File: config.mk
export PLATFORM = sky130hd
export DESIGN_NAME = inst_fetch
export DESIGN_NICKNAME = d
export VERILOG_FILES = /design/src/rtl/inst_fetch.sv
export SDC_FILE = /design/constraint.sdc
export NUM_CORES = 1
export LEC_CHECK = 0
export CORE_MARGIN = 2
export CORE_UTILIZATION = 49
export CTS_CLUSTER_SIZE = 14
export DETAILED_ROUTE_END_ITERATION = 10
export PLACE_DENSITY = 0.89
export SKIP_CTS_REPAIR_TIMING = 1
export SLEW_MARGIN = 20
export SYNTH_ARGS = -nofsm -noshare
export SYNTH_HDL_FRONTEND = slang
export SYNTH_SLANG_ARGS = --single-unit
File: constraint.sdc
create_clock -name clk -period 2.2 [get_ports clk]
set_input_delay 0.44 -clock clk [delete_from_list [all_inputs] [get_ports clk]]
set_output_delay 0.44 -clock clk [all_outputs]
set_load 0.05 [all_outputs]
File: src/rtl/inst_fetch.sv
// Instruction fetch stage: fetches one word at a time from the instruction SRAM,
// holds it until the pipeline accepts it, and queues redirects behind the delay slot.
module inst_fetch #(
  parameter logic [31:0] RESET_PC = 32'hBFC0_0000
) (
  input  logic        clk,
  input  logic        resetn,
  input  logic [5:0]  stall,
  input  logic [32:0] br_bus,
  output logic [32:0] if_to_id_bus,
  output logic [31:0] inst_out,
  output logic        stallreq,
  output logic        inst_sram_req,
  output logic [31:0] inst_sram_addr,
  input  logic        inst_sram_addr_ok,
  input  logic        inst_sram_data_ok,
  input  logic [31:0] inst_sram_rdata
);

  localparam logic STOP    = 1'b1;
  localparam logic NO_STOP = 1'b0;

  typedef enum logic [1:0] {
    S_IDLE = 2'd0,
    S_REQ  = 2'd1,
    S_WAIT = 2'd2,
    S_HOLD = 2'd3
  } state_e;

  state_e      state_q, state_d;
  logic [31:0] pc_q, pc_d;
  logic [31:0] br_tgt_q, br_tgt_d;
  logic        br_pend_q, br_pend_d;
  logic [31:0] buf_q, buf_d;
  logic [32:0] bus_q, bus_d;
  logic [31:0] inst_q, inst_d;

  logic        br_e_s;
  logic [31:0] br_addr_s;
  logic [31:0] next_pc_s;
  logic        deliver_s;
  logic        bubble_s;
  logic        unused_s;

  assign br_e_s    = br_bus[32];
  assign br_addr_s = {br_bus[31:2], 2'b00};
  assign unused_s  = ^{stall[5:3], br_bus[1:0]};

  // A redirect arriving on the advancing edge is newer than any pending target.
  assign next_pc_s = br_e_s    ? br_addr_s :
                     br_pend_q ? br_tgt_q  : (pc_q + 32'd4);

  // Next-state, buffer, delivery and pending-branch logic
  always_comb begin
    state_d   = state_q;
    pc_d      = pc_q;
    br_tgt_d  = br_tgt_q;
    br_pend_d = br_pend_q;
    buf_d     = buf_q;
    bus_d     = bus_q;
    inst_d    = inst_q;
    deliver_s = 1'b0;
    bubble_s  = 1'b0;

    case (state_q)
      S_IDLE: begin
        state_d = S_REQ;
        pc_d    = RESET_PC;
      end
      S_REQ: begin
        if (inst_sram_addr_ok) begin
          state_d = S_WAIT;
        end else begin
          state_d = S_REQ;
        end
      end
      S_WAIT: begin
        if (inst_sram_data_ok) begin
          buf_d   = inst_sram_rdata;
          state_d = S_HOLD;
        end else begin
          state_d = S_WAIT;
        end
      end
      S_HOLD: begin
        if ((stall[0] == NO_STOP) && (stall[1] == NO_STOP)) begin
          deliver_s = 1'b1;
        end else if ((stall[1] == STOP) && (stall[2] == NO_STOP)) begin
          bubble_s = 1'b1;
        end else begin
          deliver_s = 1'b0;
        end
      end
      default: begin
        state_d = S_IDLE;
      end
    endcase

    if (deliver_s) begin
      bus_d     = {1'b1, pc_q};
      inst_d    = buf_q;
      pc_d      = next_pc_s;
      br_pend_d = 1'b0;
      state_d   = S_REQ;
    end else if (bubble_s) begin
      bus_d  = 33'd0;
      inst_d = 32'd0;
    end else begin
      bus_d  = bus_q;
      inst_d = inst_q;
    end

    // pc holds on every non-delivery edge, so a redirect here must be remembered.
    if (!deliver_s && br_e_s) begin
      br_pend_d = 1'b1;
      br_tgt_d  = br_addr_s;
    end else begin
      br_tgt_d  = br_tgt_d;
    end
  end

  // State and datapath registers
  always_ff @(posedge clk or negedge resetn) begin
    if (!resetn) begin
      state_q   <= S_IDLE;
      pc_q      <= RESET_PC;
      br_tgt_q  <= 32'd0;
      br_pend_q <= 1'b0;
      buf_q     <= 32'd0;
      bus_q     <= 33'd0;
      inst_q    <= 32'd0;
    end else begin
      state_q   <= state_d;
      pc_q      <= pc_d;
      br_tgt_q  <= br_tgt_d;
      br_pend_q <= br_pend_d;
      buf_q     <= buf_d;
      bus_q     <= bus_d;
      inst_q    <= inst_d;
    end
  end

  assign if_to_id_bus   = bus_q;
  assign inst_out       = inst_q;
  assign inst_sram_req  = (state_q == S_REQ);
  assign inst_sram_addr = pc_q;
  assign stallreq       = (state_q == S_REQ) | (state_q == S_WAIT);

endmodule
; Yosys cells after proc, flatten, opt, wreduce, memory -nomap -nowiden
; Cells that the tools add are included.
[op_classes]
add_sub_neg = 1
eq_ne = 3
n_reduce_logical = 10
n_mux = 19
bitwise = 4
[ops]
columns = operator, count
row1 = $mux W32, 6
row2 = $mux W33, 2
row3 = $add A32 B3 Y32 const B, 1
row4 = $mux W1, 8
row5 = $pmux W2 S3, 1
row6 = $reduce_bool A2 Y1, 3
row7 = $eq A2 B2 Y1 const B, 2
row8 = $mux W2, 2
row9 = $reduce_bool A4 Y1, 1
row10 = $logic_and A1 B1 Y1, 3
row11 = $not A1 Y1, 3
row12 = $eq A2 B1 Y1 const B, 1
row13 = $logic_not A2 Y1, 1
row14 = $reduce_and A2 Y1, 1
row15 = $logic_not A1 Y1, 1
row16 = $or A1 B1 Y1, 1
[word_totals]
in_bits = 75
output_inout_bits = 99
reg_bits = 162

; Longest topological paths before layout
; Gate-level depths: netlist of the first run.
[logic_depth]
depth_word = 7
ltp_mapped = 8
ltp_nobuf = 6

; Worst setup path before layout of the first run
; No wires, ideal clock.
[synth_path]
path_type = register -> register
start = reg pc_q[2] (netlist: inst_sram_addr[2])
end = reg pc_q[28] (netlist: inst_sram_addr[28])
slack_ns = -0.188
stages_incl_launch_ff = 7
setup_time_ns = 0.088
synth_period_minus_slack_ns = 2.388
t_arrival_ns = 2.300
path_buffers = 0
path_cell_list = dfrtp_1 > ha_1 > nand3_2 > or4_4 > nor4_4 > xnor2_1 > a221oi_2
[synth_between]
elab_chain_cells = 4
[synth_rtl]
columns = element, line_no
row1 = "start, declared", 31  ; logic [31:0] pc_q, pc_d;
row2 = "start signal, assigned", 134  ; pc_q <= pc_d;
row3 = $add A32 B3 Y32, 51  ; br_pend_q ? br_tgt_q : (pc_q + 32'd4);
row4 = $mux W32, 51
row5 = $mux W32, 50  ; assign next_pc_s = br_e_s ? br_addr_s :
row6 = $mux W32, 99  ; if (deliver_s) begin
; No other way between the ends.
; A chain may end at the register's enable or synchronous reset.

; Worst setup path in the final report of the first run
[layout_path]
start = reg pc_q[2] (netlist: inst_sram_addr[2])
end = out inst_sram_addr[2]
[layout_lines]
columns = element, line_no
row1 = "end, declared", 14  ; output logic [31:0] inst_sram_addr,
; No word-level cell between the ends.

==> results of run 1 <==
cell type report:
cell class / instances / area [µm²] / share of cell area [%]
flip-flops and latches: 158 / 3970 / 41.2
clock buffers: 20 / 437 / 4.53
clock inverters: 11 / 120 / 1.25
repair buffers: 205 / 2040 / 21.1
inverters: 13 / 48.8 / 0.506
well taps: 180 / 225 / 2.34
multi-input cells: 377 / 2800 / 29.0
final timing paths:
check,startpoint,to
max,inst_sram_addr[2]$_DFFE_PN0P_,inst_sram_addr[2]
min,if_to_id_bus[21]$_DFFE_PN0P_,if_to_id_bus[21]$_DFFE_PN0P_
max reg2reg,inst_sram_addr[2]$_DFFE_PN0P_,inst_sram_addr[16]$_DFFE_PN0P_
min reg2reg,if_to_id_bus[21]$_DFFE_PN0P_,if_to_id_bus[21]$_DFFE_PN0P_
max in group asynchronous,resetn,if_to_id_bus[11]$_DFFE_PN0P_
min in group asynchronous,resetn,buf_q[10]$_DFFE_PN0P_
layout by cell type, fill, tap and decap left out, drive strengths merged, types with 3 or more instances in the layout:
cell type and count:
clkinv 6, conb 4, o22ai 12, a22o 60, nor3 17, or2 3
o221ai 4, nand4 10, clkdlybuf4s50 136, o2bb2ai 4, nor2 24, a21oi 23
nor2b 3, a22oi 5, xor2 6, clkbuf 20, and3 4, a31oi 3
dfstp 9, ha 5, o21ai 39, nand2 29, buf 51, inv 13
nor4 4, xnor2 6, a221oi 11, dlymetal6s2s 17, clkinvlp 3, dfrtp 149
nand3 19, mux2 61
cell families after synthesis:
group | synth area share [%]
buffers and inverters | 3.71
and+or+nand+nor | 8.87
muxes | 10.1
xor gates and xnor gates | 1.51
other | 0.0537
AOI/OAI and AO/OA | 18.0
DFF | 56.8
adders and majority gates | 0.896
flip-flops by register name, summed over array words and instances (netlist names):
name,count
buf_q,32
inst_out,32
if_to_id_bus,31
br_tgt_q,30
inst_sram_addr,30
state_q,2
br_pend_q,1
power groups by stage:
stage	Sequential, mW	Clock, mW	Combinational, mW
floorplan	6.75	0	1.72
detailed placement	4.76	0	5.91
finish	4.75	2.80	5.92
CTS	4.74	2.86	5.94
global placement	4.70	0	5.76
global route	4.88	2.98	6.24
tightest hold or removal path, delay by kind of cell (launching register included):
family | cells | cell delay [ns]
AND/OR/NAND/NOR | 1 | 0.05
flip-flops | 1 | 0.34
AO/OA/AOI/OAI | 1 | 0.06
metal layers:
layer  share of wire (%)  global-route usage (%)
met5                   0                       0
met4                 2.2                    10.9
met3                 9.7                    8.49
met2                  48                    41.2
met1                  40                    33.1
stage by stage:
stage / util [%] / std cells / instance area (µm²) / total power, mW
global placement: 64.9 / 931 / 9010 / 10.5
global route: 69.4 / 964 / 9630 / 14.1
finish: 69.4 / 964 / 9630 / 13.5
floorplan: - / 589 / 7010 / 8.47
detailed placement: 64.9 / 931 / 9010 / 10.7
CTS: 68.9 / 962 / 9570 / 13.5
==> results by group, run 1 <==
STA
  – Worst-margin pin slew: 0.631 ns
  – Fin. max-slew vios: 0
  – Hold WS: 0.476 ns
  – # setup viols final: 0
  – Fin Setup TNS: 0 ns
  – Fmax: 464 MHz
  – Setup WS post-layout: 0.0457 ns
  – Slew margin rel.: 57.8%
  – Final worst path period share: 97.9%
  – Fin crit period: 2.15 ns
  – Max Clock Skew: 0.00549 ns
  – Final Hold Fails: 0

Floorplan
  – Rows: 43
  – Starting Density: 50.3%
  – Die X: 123 µm
  – Core area: 13900 µm²
  – Die area: 15200 µm²
  – Num ports: 174
  – Die Ht: 123 µm

Global routing
  – GR Util All Layers: 26.1%
  – First-pass GRT wire length: 30.4 mm
  – Initial antenna violation count: 0
  – Vias in the first global route: 5999
  – Pin count of the biggest net entering global routing: 56
  – Grt total ovfl: 0

Route
  – DR vias/cell: 5.98
  – Vias: 5761
  – DRC violations left: 0
  – First-pass iteration count of the detailed router: 5
  – ANT nets after route: 0
  – Routed wire length: 19.1 mm
  – 1st-iter DRT viols: 402
  – Drt wl/cell: 19.8 µm

Placement
  – Number of I/O port buffers: 164
  – Dpl ws: -0.173 ns
  – Final HPWL DP: 13.1 mm
  – GP Congestion: 0.893

Clock tree
  – Clk pin slew, worst setup/hold paths: 0.06 ns
  – Clock root cell: clkbuf_16
  – TritonCTS clock tree: built
  – CTS H-Tree Depth: 4
  – Total clock sinks: 158
  – CTS Buffer Depth: 2
  – Total CTS buffers: 17
  – Worst skew pair latency: 0.42 ns

Power and ir drop
  – Pwr Density: 1400 nW/µm²
  – Clock network power share: 20.8%
  – Internal power: 7.84 mW
  – Logic pwr share: 43.9%
  – Net Switching: 5.63 mW
  – Register share of total power: 35.3%
  – Leakage: 4.39 nW
  – Max VDD drop: 0.00104 V
  – Switching Share: 41.8%

Cells and area
  – Layout cells sized above 1: 21.7%
  – Final layout net count: 852
  – Ant. Diodes: 0
  – Area delta synth->final: 38.0%
  – Fillers: 981

Critical path
  – Crit path kind: reg -> out
  – WP data required: 1.76 ns
  – Worst-path fanout max: 7
  – Crit-path max cell delay: 0.84 ns
  – Critical path arrival: 1.71 ns
  – Worst path slowest cell: clkdlybuf4s50_1
  – Startpoint Class: register
  – WP depth: 1
  – Crit-path leading delay family: buffers and inverters
  – Register-to-register setup slack: 0.07 ns
  – Crit path buffers/inverters: 1
  – Crit-path cells: clkdlybuf4s50_1
  – R2R depth: 7
  – CP Capture Type: output port

Synth
  – Synth area leader: dfrtp_1
  – Synth async-reset ratio: 100%
  – Syn. warnings: 0
  – FF+latch count, synth: 158
  – Post-synthesis cell area: 6980 µm²
  – Dominant cells by area after synthesis: dfrtp_1 (53%), mux2_2 (9.8%), a22o_1 (7.4%)
  – EDFF count, synth: 0
  – Top FF cell, synth: dfrtp_1
  – Post-synthesis sequential area ratio: 56.8%
  – Synthesized netlist cell count: 586
  – Yosys cell types: 54
  – Synth top area share: 53.4%
  – Synth top cells by count: dfrtp_1 (149), mux2_2 (61), a22o_1 (59), o21ai_0 (38), nand2_1 (29)
  – Most frequent cell after synthesis: dfrtp_1
  – Mapped Avg Cell Area: 11.9 µm²

Hold path
  – Hold path depth: 2
  – Worst min-delay path class: reg -> reg

Status
  – Status: complete, no violations

Flow run
  – MaxCap Viol Count: 0
Power figures use the tool's default switching activity.
==> run 2: changes to the inputs <==
CORE_UTILIZATION = 35   (was 49)
MAX_ROUTING_LAYER = met4   (was unset)
PLACE_DENSITY = 0.69   (was 0.89)
==> run 2 against run 1 <==
Effect of this change:
- total power grew 1.6%
- via count is 1.8% lower
- hold slack about the same
- die area is 39% higher
- register-to-register slack improved by 0.12 ns
- critical endpoint is now inst_sram_addr[20]
==> results by group, run 2 (same netlist as run 1, synthesis figures left out) <==
Status
  – Status: complete, no violations

Global routing
  – GR Util All Layers: 19.1%
  – Initial antenna violation count: 0
  – Vias in the first global route: 5684
  – Pin count of the biggest net entering global routing: 50
  – First-pass GRT wire length: 31.1 mm
  – Grt total ovfl: 0

Clock tree
  – Total CTS buffers: 17
  – CTS H-Tree Depth: 4
  – CTS Buffer Depth: 2
  – Clk pin slew, worst setup/hold paths: 0.06 ns
  – Total clock sinks: 158
  – TritonCTS clock tree: built
  – Worst skew pair latency: 0.42 ns
  – Clock root cell: clkbuf_16

STA
  – Final worst path period share: 96.8%
  – Fmax: 469 MHz
  – Max Clock Skew: 0.00928 ns
  – Worst-margin pin slew: 0.544 ns
  – # setup viols final: 0
  – Fin. max-slew vios: 0
  – Final Hold Fails: 0
  – Slew margin rel.: 63.7%
  – Hold WS: 0.476 ns
  – Fin crit period: 2.13 ns
  – Unrepaired setup endpoints after global routing: false

Placement
  – Placed Cells: 1030
  – Number of I/O port buffers: 164
  – GP Congestion: 0.858
  – Final HPWL DP: 13.3 mm

Floorplan
  – Die X: 145 µm
  – Num ports: 174
  – Starting Density: 35.8%
  – Core area: 19500 µm²
  – Die Ht: 145 µm
  – Die area: 21100 µm²
  – Rows: 51

Cells and area
  – Area delta synth->final: 41.7%
  – Final layout net count: 865
  – Most frequent cells in the layout: dfrtp_1 (146), clkdlybuf4s50_1 (135), mux2_2 (61)
  – Util after Layout: 50.7%
  – Fillers: 1753
  – Commonest non-fill, non-tap cell in the layout: dfrtp_1
  – Non-filler cells in the finished layout: 1063
  – Layout cells sized above 1: 23.3%
  – Ant. Diodes: 0

Critical path
  – Crit-path leading delay family: buffers and inverters
  – Critical path arrival: 1.69 ns
  – Crit path buffers/inverters: 1
  – Worst path slowest cell: clkdlybuf4s50_1
  – WP data required: 1.76 ns
  – CP Capture Type: output port
  – Register-to-register setup slack: 0.19 ns
  – Worst-path fanout max: 6
  – Crit-path max cell delay: 0.84 ns
  – Startpoint Class: register
  – Crit path kind: reg -> out
  – Crit-path cells: clkdlybuf4s50_1

Flow run
  – MaxCap Viol Count: 0

Route
  – Routed wire length: 19.2 mm
  – First-pass iteration count of the detailed router: 6
  – ANT nets after route: 0
  – DRC violations left: 0
  – DR vias/cell: 5.32
  – Vias: 5655
  – Drt wl/cell: 18.0 µm
  – 1st-iter DRT viols: 398

Power and ir drop
  – Pwr Density: 1380 nW/µm²
  – Leakage: 4.49 nW
  – Max VDD drop: 0.000670 V

Hold path
  – Worst min-delay path class: reg -> reg
==> run 2: stage by stage <==
| step | instance area [µm²] | worst slack (ns) | power (mW) | TNS [ns] |
|---|---|---|---|---|
| final | 9890 | 0.0701 | 13.7 | 0 |
| after global routing | 9890 | 0.0173 | 14.3 | 0 |
| after CTS | 9840 | -0.0720 | 13.8 | -0.325 |
| after detailed placement | 9230 | -0.0294 | 10.7 | -0.0639 |
| after global placement | 9230 | -0.00381 | 10.6 | -0.00381 |
| after floorplan | 7010 | 0.00586 | 8.47 | 0 |
==> run 2: metal layers <==
| layer | global-route usage, % | up-vias | share of wire, % |
|---|---|---|---|
| met5 | - | - | 0 |
| met4 | 6.13 | 0 | 1.5 |
| met3 | 5.53 | 23 | 8.1 |
| met2 | 29.2 | 219 | 47 |
| met1 | 24.5 | 2829 | 43 |
| li1 | - | 2584 | - |
==> run 2: final timing paths <==
kind,startpoint,cells after the start,to
min in group asynchronous,resetn,2,if_to_id_bus[11]$_DFFE_PN0P_
max in group asynchronous,resetn,3,inst_sram_addr[24]$_DFFE_PN1P_
min reg2reg,br_tgt_q[30]$_DFFE_PN0P_,2,br_tgt_q[30]$_DFFE_PN0P_
min,br_tgt_q[30]$_DFFE_PN0P_,2,br_tgt_q[30]$_DFFE_PN0P_
max,inst_sram_addr[20]$_DFFE_PN0P_,1,inst_sram_addr[20]
max reg2reg,inst_sram_addr[2]$_DFFE_PN0P_,6,inst_sram_addr[28]$_DFFE_PN1P_
==> run 2: area by class of cell <==
type | instances | area (µm²) | area share (%)
clock inverter | 9 | 134 | 1.35
timing repair buffer | 218 | 2140 | 21.6
multi-input combinational | 377 | 2800 | 28.3
inverter | 13 | 48.8 | 0.493
clock buffer | 23 | 478 | 4.83
sequential | 158 | 3970 | 40.1
tap | 265 | 332 | 3.35
==> run 2: where the power goes <==
group / internal, mW / switching [mW]
Clock: 1.88 / 1.16
Combinational: 2.28 / 3.68
Sequential: 3.95 / 0.733
Total: 8.11 / 5.57
